### config.mk
export PLATFORM = sky130hd
export DESIGN_NAME = addsub_pipe
export DESIGN_NICKNAME = d
export VERILOG_FILES = /design/src/rtl/addsub_pkg.sv /design/src/rtl/addsub_pipe_core.sv /design/src/rtl/addsub_pipe.sv
export SDC_FILE = /design/constraint.sdc
export NUM_CORES = 1
export LEC_CHECK = 0
export CAP_MARGIN = 20
export CELL_PAD_IN_SITES_DETAIL_PLACEMENT = 0
export CELL_PAD_IN_SITES_GLOBAL_PLACEMENT = 1
export CORE_UTILIZATION = 46
export CTS_CLUSTER_DIAMETER = 100
export DETAILED_ROUTE_END_ITERATION = 16
export PLACE_DENSITY_LB_ADDON = 0.1
export REMOVE_ABC_BUFFERS = 1
export SYNTH_ARGS = -nofsm -noshare
export SYNTH_HDL_FRONTEND = slang
export SYNTH_HIERARCHICAL = 1
export SYNTH_SLANG_ARGS = --single-unit
### constraint.sdc
create_clock -name clk -period 11.4 [get_ports clk]
set_input_delay 3.42 -clock clk [delete_from_list [all_inputs] [get_ports clk]]
set_output_delay 3.42 -clock clk [all_outputs]
set_load 0.01 [all_outputs]
### src/rtl/addsub_pkg.sv
// Shared definitions for the pipelined add/subtract unit: op encodings and the status flag bundle.
package addsub_pkg;

  typedef enum logic [1:0] {
    OP_SUB     = 2'b00,
    OP_ADD     = 2'b01,
    OP_RSUB    = 2'b10,
    OP_ABSDIFF = 2'b11
  } op_e;

  // Bit positions of each flag inside a packed flags_t.
  localparam int unsigned FLAG_NEG  = 0;
  localparam int unsigned FLAG_ZERO = 1;
  localparam int unsigned FLAG_OVF  = 2;
  localparam int unsigned FLAG_CB   = 3;
  localparam int unsigned NUM_FLAGS = 4;

  typedef struct packed {
    logic cb;
    logic ovf;
    logic zero;
    logic neg;
  } flags_t;

endpackage

### src/rtl/addsub_pipe_core.sv
// Combinational add/subtract datapath: WIDTH+1 bit arithmetic, optional saturation and flags.
module addsub_core
  import addsub_pkg::*;
#(
  parameter int unsigned WIDTH = 16,
  parameter int unsigned SAT   = 0
) (
  input  logic [WIDTH-1:0] a,
  input  logic [WIDTH-1:0] b,
  input  op_e              op,
  input  logic             sgn,
  output logic [WIDTH-1:0] res,
  output flags_t           flags
);

  localparam logic [WIDTH-1:0] SMAX = {1'b0, {(WIDTH-1){1'b1}}};
  localparam logic [WIDTH-1:0] SMIN = {1'b1, {(WIDTH-1){1'b0}}};

  logic [WIDTH-1:0] x;
  logic [WIDTH-1:0] y;
  logic [WIDTH:0]   uraw;
  logic [WIDTH:0]   sraw;
  logic [WIDTH:0]   diff;
  logic [WIDTH:0]   mag;
  logic [WIDTH-1:0] raw_res;
  logic             raw_ovf;

  // RSUB is SUB with the operands swapped; x is always the minuend.
  always_comb begin
    x = a;
    y = b;
    if (op == OP_RSUB) begin
      x = b;
      y = a;
    end
  end

  // Zero- and sign-extended versions of the same operation; low WIDTH bits are identical.
  always_comb begin
    if (op == OP_ADD) begin
      uraw = {1'b0, x} + {1'b0, y};
      sraw = {x[WIDTH-1], x} + {y[WIDTH-1], y};
    end else begin
      uraw = {1'b0, x} - {1'b0, y};
      sraw = {x[WIDTH-1], x} - {y[WIDTH-1], y};
    end
  end

  assign diff = sgn ? sraw : uraw;
  assign mag  = diff[WIDTH] ? (~diff + 1'b1) : diff;

  always_comb begin
    flags   = '0;
    raw_res = uraw[WIDTH-1:0];
    raw_ovf = 1'b0;
    if (op == OP_ABSDIFF) begin
      raw_res  = mag[WIDTH-1:0];
      flags.cb = 1'b0;
      // Magnitude above the signed maximum cannot be represented.
      raw_ovf  = sgn & (mag[WIDTH] | mag[WIDTH-1]);
    end else begin
      flags.cb = uraw[WIDTH];
      raw_ovf  = sgn ? (sraw[WIDTH] ^ sraw[WIDTH-1]) : uraw[WIDTH];
    end
    flags.ovf = raw_ovf;

    res = raw_res;
    if ((SAT != 0) && raw_ovf) begin
      if (sgn) begin
        // sraw[WIDTH] is the sign of the exact result; ABSDIFF is never negative.
        res = ((op != OP_ABSDIFF) && sraw[WIDTH]) ? SMIN : SMAX;
      end else begin
        res = (op == OP_ADD) ? '1 : '0;
      end
    end

    flags.zero = (res == '0);
    flags.neg  = sgn & res[WIDTH-1];
  end

endmodule

### src/rtl/addsub_pipe.sv
// Pipelined add/subtract unit: compute in stage 1, pure delay stages after, valid/ready on both sides.
module addsub_pipe
  import addsub_pkg::*;
#(
  parameter int unsigned WIDTH  = 16,
  parameter int unsigned STAGES = 2,
  parameter int unsigned SAT    = 0
) (
  input  logic             clk,
  input  logic             rst,
  input  logic             in_valid,
  output logic             in_ready,
  input  logic [WIDTH-1:0] a,
  input  logic [WIDTH-1:0] b,
  input  logic [1:0]       op,
  input  logic             sgn,
  output logic             out_valid,
  input  logic             out_ready,
  output logic [WIDTH-1:0] res,
  output logic             cb,
  output logic             ovf,
  output logic             zero,
  output logic             neg
);

  localparam int unsigned DW   = WIDTH + NUM_FLAGS;
  localparam int          NS   = STAGES;
  localparam int          LAST = STAGES - 1;

  logic             en;
  logic [WIDTH-1:0] core_res;
  flags_t           core_flags;
  flags_t           out_flags;
  logic [DW-1:0]    stage_d [STAGES];
  logic [DW-1:0]    stage_q [STAGES];
  logic [STAGES-1:0] vld_d;
  logic [STAGES-1:0] vld_q;

  addsub_core #(
    .WIDTH (WIDTH),
    .SAT   (SAT)
  ) u_core (
    .a     (a),
    .b     (b),
    .op    (op_e'(op)),
    .sgn   (sgn),
    .res   (core_res),
    .flags (core_flags)
  );

  // The whole pipe advances together; only a blocked full output stalls it.
  assign en       = !vld_q[LAST] | out_ready;
  assign in_ready = en;

  always_comb begin
    stage_d[0] = {core_res, core_flags};
    vld_d[0]   = in_valid;
    for (int i = 1; i < NS; i++) begin
      stage_d[i] = stage_q[i-1];
      vld_d[i]   = vld_q[i-1];
    end
  end

  always_ff @(posedge clk) begin
    if (!rst) begin
      vld_q <= '0;
      for (int i = 0; i < NS; i++) begin
        stage_q[i] <= '0;
      end
    end else if (en) begin
      vld_q <= vld_d;
      for (int i = 0; i < NS; i++) begin
        // The output stage keeps its last result across bubbles.
        if ((i < LAST) || vld_d[i]) begin
          stage_q[i] <= stage_d[i];
        end
      end
    end
  end

  assign out_valid        = vld_q[LAST];
  assign {res, out_flags} = stage_q[LAST];
  assign cb               = out_flags.cb;
  assign ovf              = out_flags.ovf;
  assign zero             = out_flags.zero;
  assign neg              = out_flags.neg;

endmodule

==> metrics, run 1 <==
status completed; reported max-cap violation count 0; Peak VDD IR 0.0592 mV; fill count a little under 900; cell area after layout 0.00514 mm^2; post-synthesis compound-gate area fraction 19.5%; Hold Crit Class reg -> reg; reg2reg end stage_q[0][0]; DR vias 4028; post-synth cell types 65; total grt overflow 0; GRT Overall Usage 20.5%; reg2reg path depth 2; Detailed Route Iter0 Violations around 160; Worst Max-Slew Pin Slew approximately 0.93 ns; root buf cell clkbuf_8; Critical R2R Launch vld_q[1]; NumNets Final 631; die area between 0.01 and 0.015 mm^2; Primary FF master, synth edfxtp_1; EDFF count, synth 40; Req. time, crit path 11.55 ns; area of the mapped netlist 0.00443 mm^2; drt pass-1 iters 4; Syn Inst Count 532; synthesis-to-layout area growth 16.1%; routability cong. 0.943; Post-Layout Cell Count between 700 and 800; Clock Path Buffers 2; asr flop ratio synth 0%; Ports 61; area leader, netlist edfxtp_1; Power, Total 0.601 mW; Setup crit end kind flop; Tmin final 9.58 ns; Crit Path Category in -> reg; Seq cells post-synth 42; total setup buffers inserted after CTS 0; Post-CTS Hold Fix Bufs 0; width of the die 100 um; Initial Util between 40% and 50%; antenna cells 0; post-DP HPWL 7.83 mm; dpl cells roughly 700; Data arrival, critical path 9.73 ns; Slew headroom between 30% and 40%; commonest non-fill, non-tap cell in the layout nand2_1; hold path start vld_q[0]; Clock Latency Late Sink 0.28 ns; largest cells by area after synthesis edfxtp_1 27%, and3b_1 8.3%, nand2_1 6.4%, ha_1 4.8%, mux2i_1 4.5%; Synth top area share 27.1%; hold path cells 2; PortBufs 60; post-route ant nets 0; simple-gate share of the synthesized area approximately 29%; Period Utilization, post-route 84.0%; hold path endpoint vld_q[0]; DRC viols 0; crit path max fanout 36; Power Dens Cells 117 mW/mm^2; post-synthesis adder-cell area fraction under 10%; vias in the first global route 3694; synth warn 6; drt wl/cell ~14 um; Fmax 0.104 GHz; final hold vios 0; Leakage approximately 2.1 nW; Setup TNS 0 ns; largest net degree at the start of global routing 46; first-pass GRT wire length 17.0 mm; die height approximately 100 um; initial antenna violation count 0; syn avg cell area 8.33 um^2; post-CTS sizing 0; row count 35; Pins Over Slew Limit 0; crit start category primary input; DP Area 0.00507 mm^2; largest family of logic cells by synthesized area simple AND/OR/NAND/NOR gates; final WL 10.1 mm; share of layout cells above drive strength 1 between 4 and 5%; RSZ-0062 raised after global routing no; most frequent cells in the layout 76 x nand2_1, 60 x clkdlybuf4s50_1, 51 x nor2_1; reg2reg setup slack 9.37 ns; routed vias/inst 5.73; CTS tree done; post-synthesis mux area share ~4.5%; post-synthesis xor/xnor area fraction under 10%; cts bufs inserted 5; CTS sink cnt 42; final setup fails 0; Core ar. 0.00928 mm^2; register area share after synthesis between 20% and 30%; Final Skew 0.00336 ns; Reg clk slew, reported paths 0.07 ns; H-tree depth 2
how the worst max path moves through the flow:
stage	from	to	cells after the start
5_1_grt	op[0]	stage_q[0][1]	21
6_report	op[0]	stage_q[0][1]	21
3_3_place_gp	op[0]	stage_q[0][1]	21
3_5_place_dp	op[0]	stage_q[0][1]	21
4_1_cts	op[0]	stage_q[0][1]	21
2_1_floorplan	op[0]	stage_q[0][1]	19
power by group:
group / switching (mW) / internal [mW] / total, mW
Combinational: 0.174 / 0.134 / 0.308
Clock: 0.0448 / 0.0410 / 0.0859
Sequential: 0.00568 / 0.202 / 0.207
kinds of logic after synthesis:
logic type	count (synthesis)
multiplexers	20
XOR/XNOR	33
AO/OA/AOI/OAI	125
flip-flops	42
adder cells (fa/ha/maj)	25
AND/OR/NAND/NOR	239
buffers and inverters	48
per-stage QoR:
| step | worst slack (ns) | util [%] | hold slack, ns |
|---|---|---|---|
| final | 1.82 | 55.4 | 0.486 |
| after global routing | 1.38 | 55.4 | 0.510 |
| after CTS | 1.92 | 55.4 | 0.492 |
| after detailed placement | 1.63 | 54.6 | 0.477 |
| after global placement | 1.84 | 54.6 | 0.461 |
| after floorplan | 2.48 | - | 0.451 |
routing by layer:
metal	vias up	GRT usage, %	wire length (um)
li1	2046	-	-
met3	19	1.25	300
met1	1852	25.7	4630
met5	-	0	0
met2	111	36.8	4930
met4	0	8.25	250
final cells by class:
cell class	count	area, um^2	share of cell area [%]
tap	129	161	3.14
inverter	16	60.1	1.17
multi-input combinational	442	2950	57.3
clock inverter	2	10.0	0.195
sequential	42	1240	24.1
clock buffer	5	68.8	1.34
timing repair buffer	67	653	12.7
cell usage after synthesis (all sizes together) (13+ instances only):
cell and n:
edfxtp 40, nand2 77, buf 13, nor2 51, inv 15, mux2i 20, o21ai 23, ha 17
xnor2 20, a21oi 26, clkbuf 19, and3b 42
critical path, cell delays in order:
cell and delay, ns:
clkdlybuf4s50_1 0.81, nand2b_1 0.21, buf_4 0.39, mux2i_1 0.38, nor2_1 0.17, nand3_1 0.18
a21oi_1 0.09, maj3_1 0.35, nand2_1 0.07, o211ai_1 0.08, ha_1 0.49, nand3_1 0.20
or3_1 0.43, a221o_1 0.36, o31a_1 0.36, xor3_2 0.44, and2_1 0.38, nand4_1 0.13
a2111o_1 0.41, nor4_2 0.20, and3b_1 0.17
flip-flops by register name (all words and copies together), names as in the netlist:
signal   cells
vld_q        2
stage_q     40
(Power assumes the default switching activity.)
==> inputs of run 2 (changes only) <==
--- a/config.mk
+++ b/config.mk
@@ -8,7 +8,7 @@
 export CAP_MARGIN = 20
 export CELL_PAD_IN_SITES_DETAIL_PLACEMENT = 0
 export CELL_PAD_IN_SITES_GLOBAL_PLACEMENT = 1
-export CORE_UTILIZATION = 46
+export CORE_UTILIZATION = 38
 export CTS_CLUSTER_DIAMETER = 100
 export DETAILED_ROUTE_END_ITERATION = 16
 export PLACE_DENSITY_LB_ADDON = 0.1
==> constraint.sdc (replaced) <==
create_clock -name clk -period 8.35 [get_ports clk]
set_input_delay 2.505 -clock clk [delete_from_list [all_inputs] [get_ports clk]]
set_output_delay 2.505 -clock clk [all_outputs]
set_load 0.01 [all_outputs]
==> run 2 against run 1 <==
Effect of this change: worst hold slack worse by 0.011 ns; setup slack worse by 1.4 ns; combinational power increased by 45%; via count up 0.99%; utilization shrank 7.9 points; sequential power up 37%; critical endpoint unchanged; highest routed layer unchanged.
==> metrics, run 2 (synthesis results as in run 1) <==
routability cong. 0.924 (-2.0%); Fmax 0.126 GHz; Sw Pwr 0.319 mW (+42%); cts bufs inserted 5 (unchanged); synthesis-to-layout area growth 21.8%; share of layout cells above drive strength 1 7.20% (+3.2 points); Power, Total 0.905 mW (+50%); most frequent cells in the layout 76 x nand2_1, 60 x clkdlybuf4s50_1, 51 x nor2_1; largest net degree at the start of global routing 46 (unchanged); total setup buffers inserted after CTS 0 (unchanged); routed vias/inst 5.50 (-4.1%); drt wl/cell 14.8 um (+2.6%); die height 110 um (+9.8%); largest registers stage_q: 40 flops, vld_q: 2 flops; GRT Overall Usage 18.4% (-2.1 points); max reg flops 40 (unchanged); Clock Latency Late Sink 0.28 ns (about the same); total grt overflow 0 (unchanged); Req. time, crit path 8.50 ns (-3.05 ns); Clock Power Share 19.4% (+5.1 points); GRT Max-Usage Layer met2; DRC viols 0 (unchanged); first-pass GRT wire length 17.8 mm (+5.0%); Slew headroom 49.2% (+12 points); Initial Util 39.0% (-8.8 points); initial antenna violation count 0 (unchanged); Power Dens Cells 168 mW/mm^2 (+43%); Core ar. 0.0114 mm^2 (+22%); Crit Path Category in -> reg; width of the die 110 um (+9.8%); vias in the first global route 3776 (+2.2%); Reg clk slew, reported paths 0.05 ns (-0.02 ns); row count 39 (+11%); Pint 0.585 mW (+55%); combinational share of power 49.3% (-2.0 points); RSZ-0062 raised after global routing no; cell area after layout 0.00540 mm^2 (+4.9%); status completed; final setup fails 0 (unchanged); Detailed Route Iter0 Violations 282 (+73%); H-tree depth 2 (unchanged); NumNets Final 653 (+3.5%); Clock Path Buffers 2 (unchanged); fill count 1145 (+30%); Tmin final 7.95 ns; Reg power frac 31.3% (-3.2 points); global routing usage on met1 23.6% (-2.1 points); Leakage 2.26 nW (+6.3%); PortBufs 60 (unchanged); post-CTS sizing 0 (unchanged); Setup TNS 0 ns (unchanged); final WL 10.9 mm (+8.0%); post-DP HPWL 8.55 mm (+9.1%); Hold Crit Class reg -> reg; Worst Max-Slew Pin Slew 0.760 ns (-0.175 ns); CTS tree done; DP Area 0.00526 mm^2 (+3.9%); commonest non-fill, non-tap cell in the layout nand2_1; Period Utilization, post-route between 90% and 100%; M3 GR Usage 1.65% (+0.39 points); CTS sink cnt 42 (unchanged); reported max-cap violation count 0 (unchanged); die area 0.0121 mm^2 (+21%); Ports 61 (unchanged); Peak VDD IR 0.181 mV (+210%); root buf cell clkbuf_16; Data arrival, critical path 8.09 ns (-1.64 ns); Pins Over Slew Limit 0 (unchanged); post-route ant nets 0 (unchanged); crit path max fanout 10 (-72%); Most flops, register stage_q; GRT met2 Usage 32.4% (-4.4 points); Fin Hold WS 0.475 ns (-0.0108 ns); Setup crit end kind flop; drt pass-1 iters 4 (unchanged); Post-CTS Hold Fix Bufs 0 (unchanged); Final Skew 0.00241 ns (-0.000952 ns); antenna cells 0 (unchanged); switching share of total power 35.3% (-2.1 points); crit start category primary input; DR vias 4068 (+0.99%); final hold vios 0 (unchanged)
[run 2: cell types whose count changed in the layout (fill, tap and decap cells not counted), sizes merged]
| cell | previous run | this run |
|---|---|---|
| buf | 7 | 29 |
| clkinv | 3 | 4 |
[run 2: power by group through the flow]
| stage | Combinational [mW] | Sequential [mW] | Clock (mW) |
|---|---|---|---|
| floorplan | 0.284 | 0.293 | 0 |
| global placement | 0.441 | 0.286 | 0 |
| detailed placement | 0.444 | 0.288 | 0 |
| CTS | 0.446 | 0.284 | 0.180 |
| global route | 0.492 | 0.287 | 0.192 |
| finish | 0.446 | 0.283 | 0.176 |
[run 2: path summary, 6_finish.rpt]
check | start | depth (start not counted) | slack (ns) | endpoint
worst max register to register | vld_q[1] | 2 | 6.35 | stage_q[0][0]
worst min register to register | vld_q[0] | 2 | 0.48 | vld_q[0]
worst min-delay path | vld_q[0] | 2 | 0.48 | vld_q[0]
worst max-delay path | b[7] | 19 | 0.40 | stage_q[0][1]
[run 2: critical path, stage by stage]
cell and delay (ns):
clkdlybuf4s50_1 0.45, or4_4 0.56, or3_1 0.31, a211o_1 0.39, or3_1 0.44, maj3_1 0.36
nor2_1 0.10, nor3_1 0.07, ha_1 0.37, a21o_1 0.21, a21o_1 0.18, a211oi_1 0.23
o31a_1 0.24, xor3_2 0.38, and2_1 0.39, nand4_1 0.13, a2111o_1 0.40, nor4_2 0.20
and3b_1 0.17
[run 2: layout make-up]
type	instances	area [um^2]	area share, %
multi-input cells	442	2950	54.7
flip-flops and latches	42	1240	23.0
repair buffers	89	831	15.4
well taps	143	179	3.31
clock buffers	5	125	2.32
inverters	16	60.1	1.11
clock inverters	3	11.3	0.209
[run 2: metal layers]
metal  part of all wire (%)  wire (um)
met3                    3.2        346
met1                     46       5050
met4                    1.7        186
met5                      0          0
met2                     49       5330
[run 2: through the flow]
step,util [%],std cells,setup WS [ns]
finish,47.5,740,0.404
detailed placement,46.3,732,0.158
CTS,47.5,740,0.418
floorplan,-,500,0.344
global placement,46.3,732,0.228
global route,47.5,740,0.115
==> inputs of run 3 (changes only) <==
--- a/config.mk
+++ b/config.mk
@@ -11,8 +11,10 @@
 export CORE_UTILIZATION = 38
 export CTS_CLUSTER_DIAMETER = 100
 export DETAILED_ROUTE_END_ITERATION = 16
+export HOLD_SLACK_MARGIN = 0.03
 export PLACE_DENSITY_LB_ADDON = 0.1
 export REMOVE_ABC_BUFFERS = 1
+export SLEW_MARGIN = 20
 export SYNTH_ARGS = -nofsm -noshare
 export SYNTH_HDL_FRONTEND = slang
 export SYNTH_HIERARCHICAL = 1
==> results of run 3 <==
No change in the layout: final DEF, timing and power equal those of run 2.
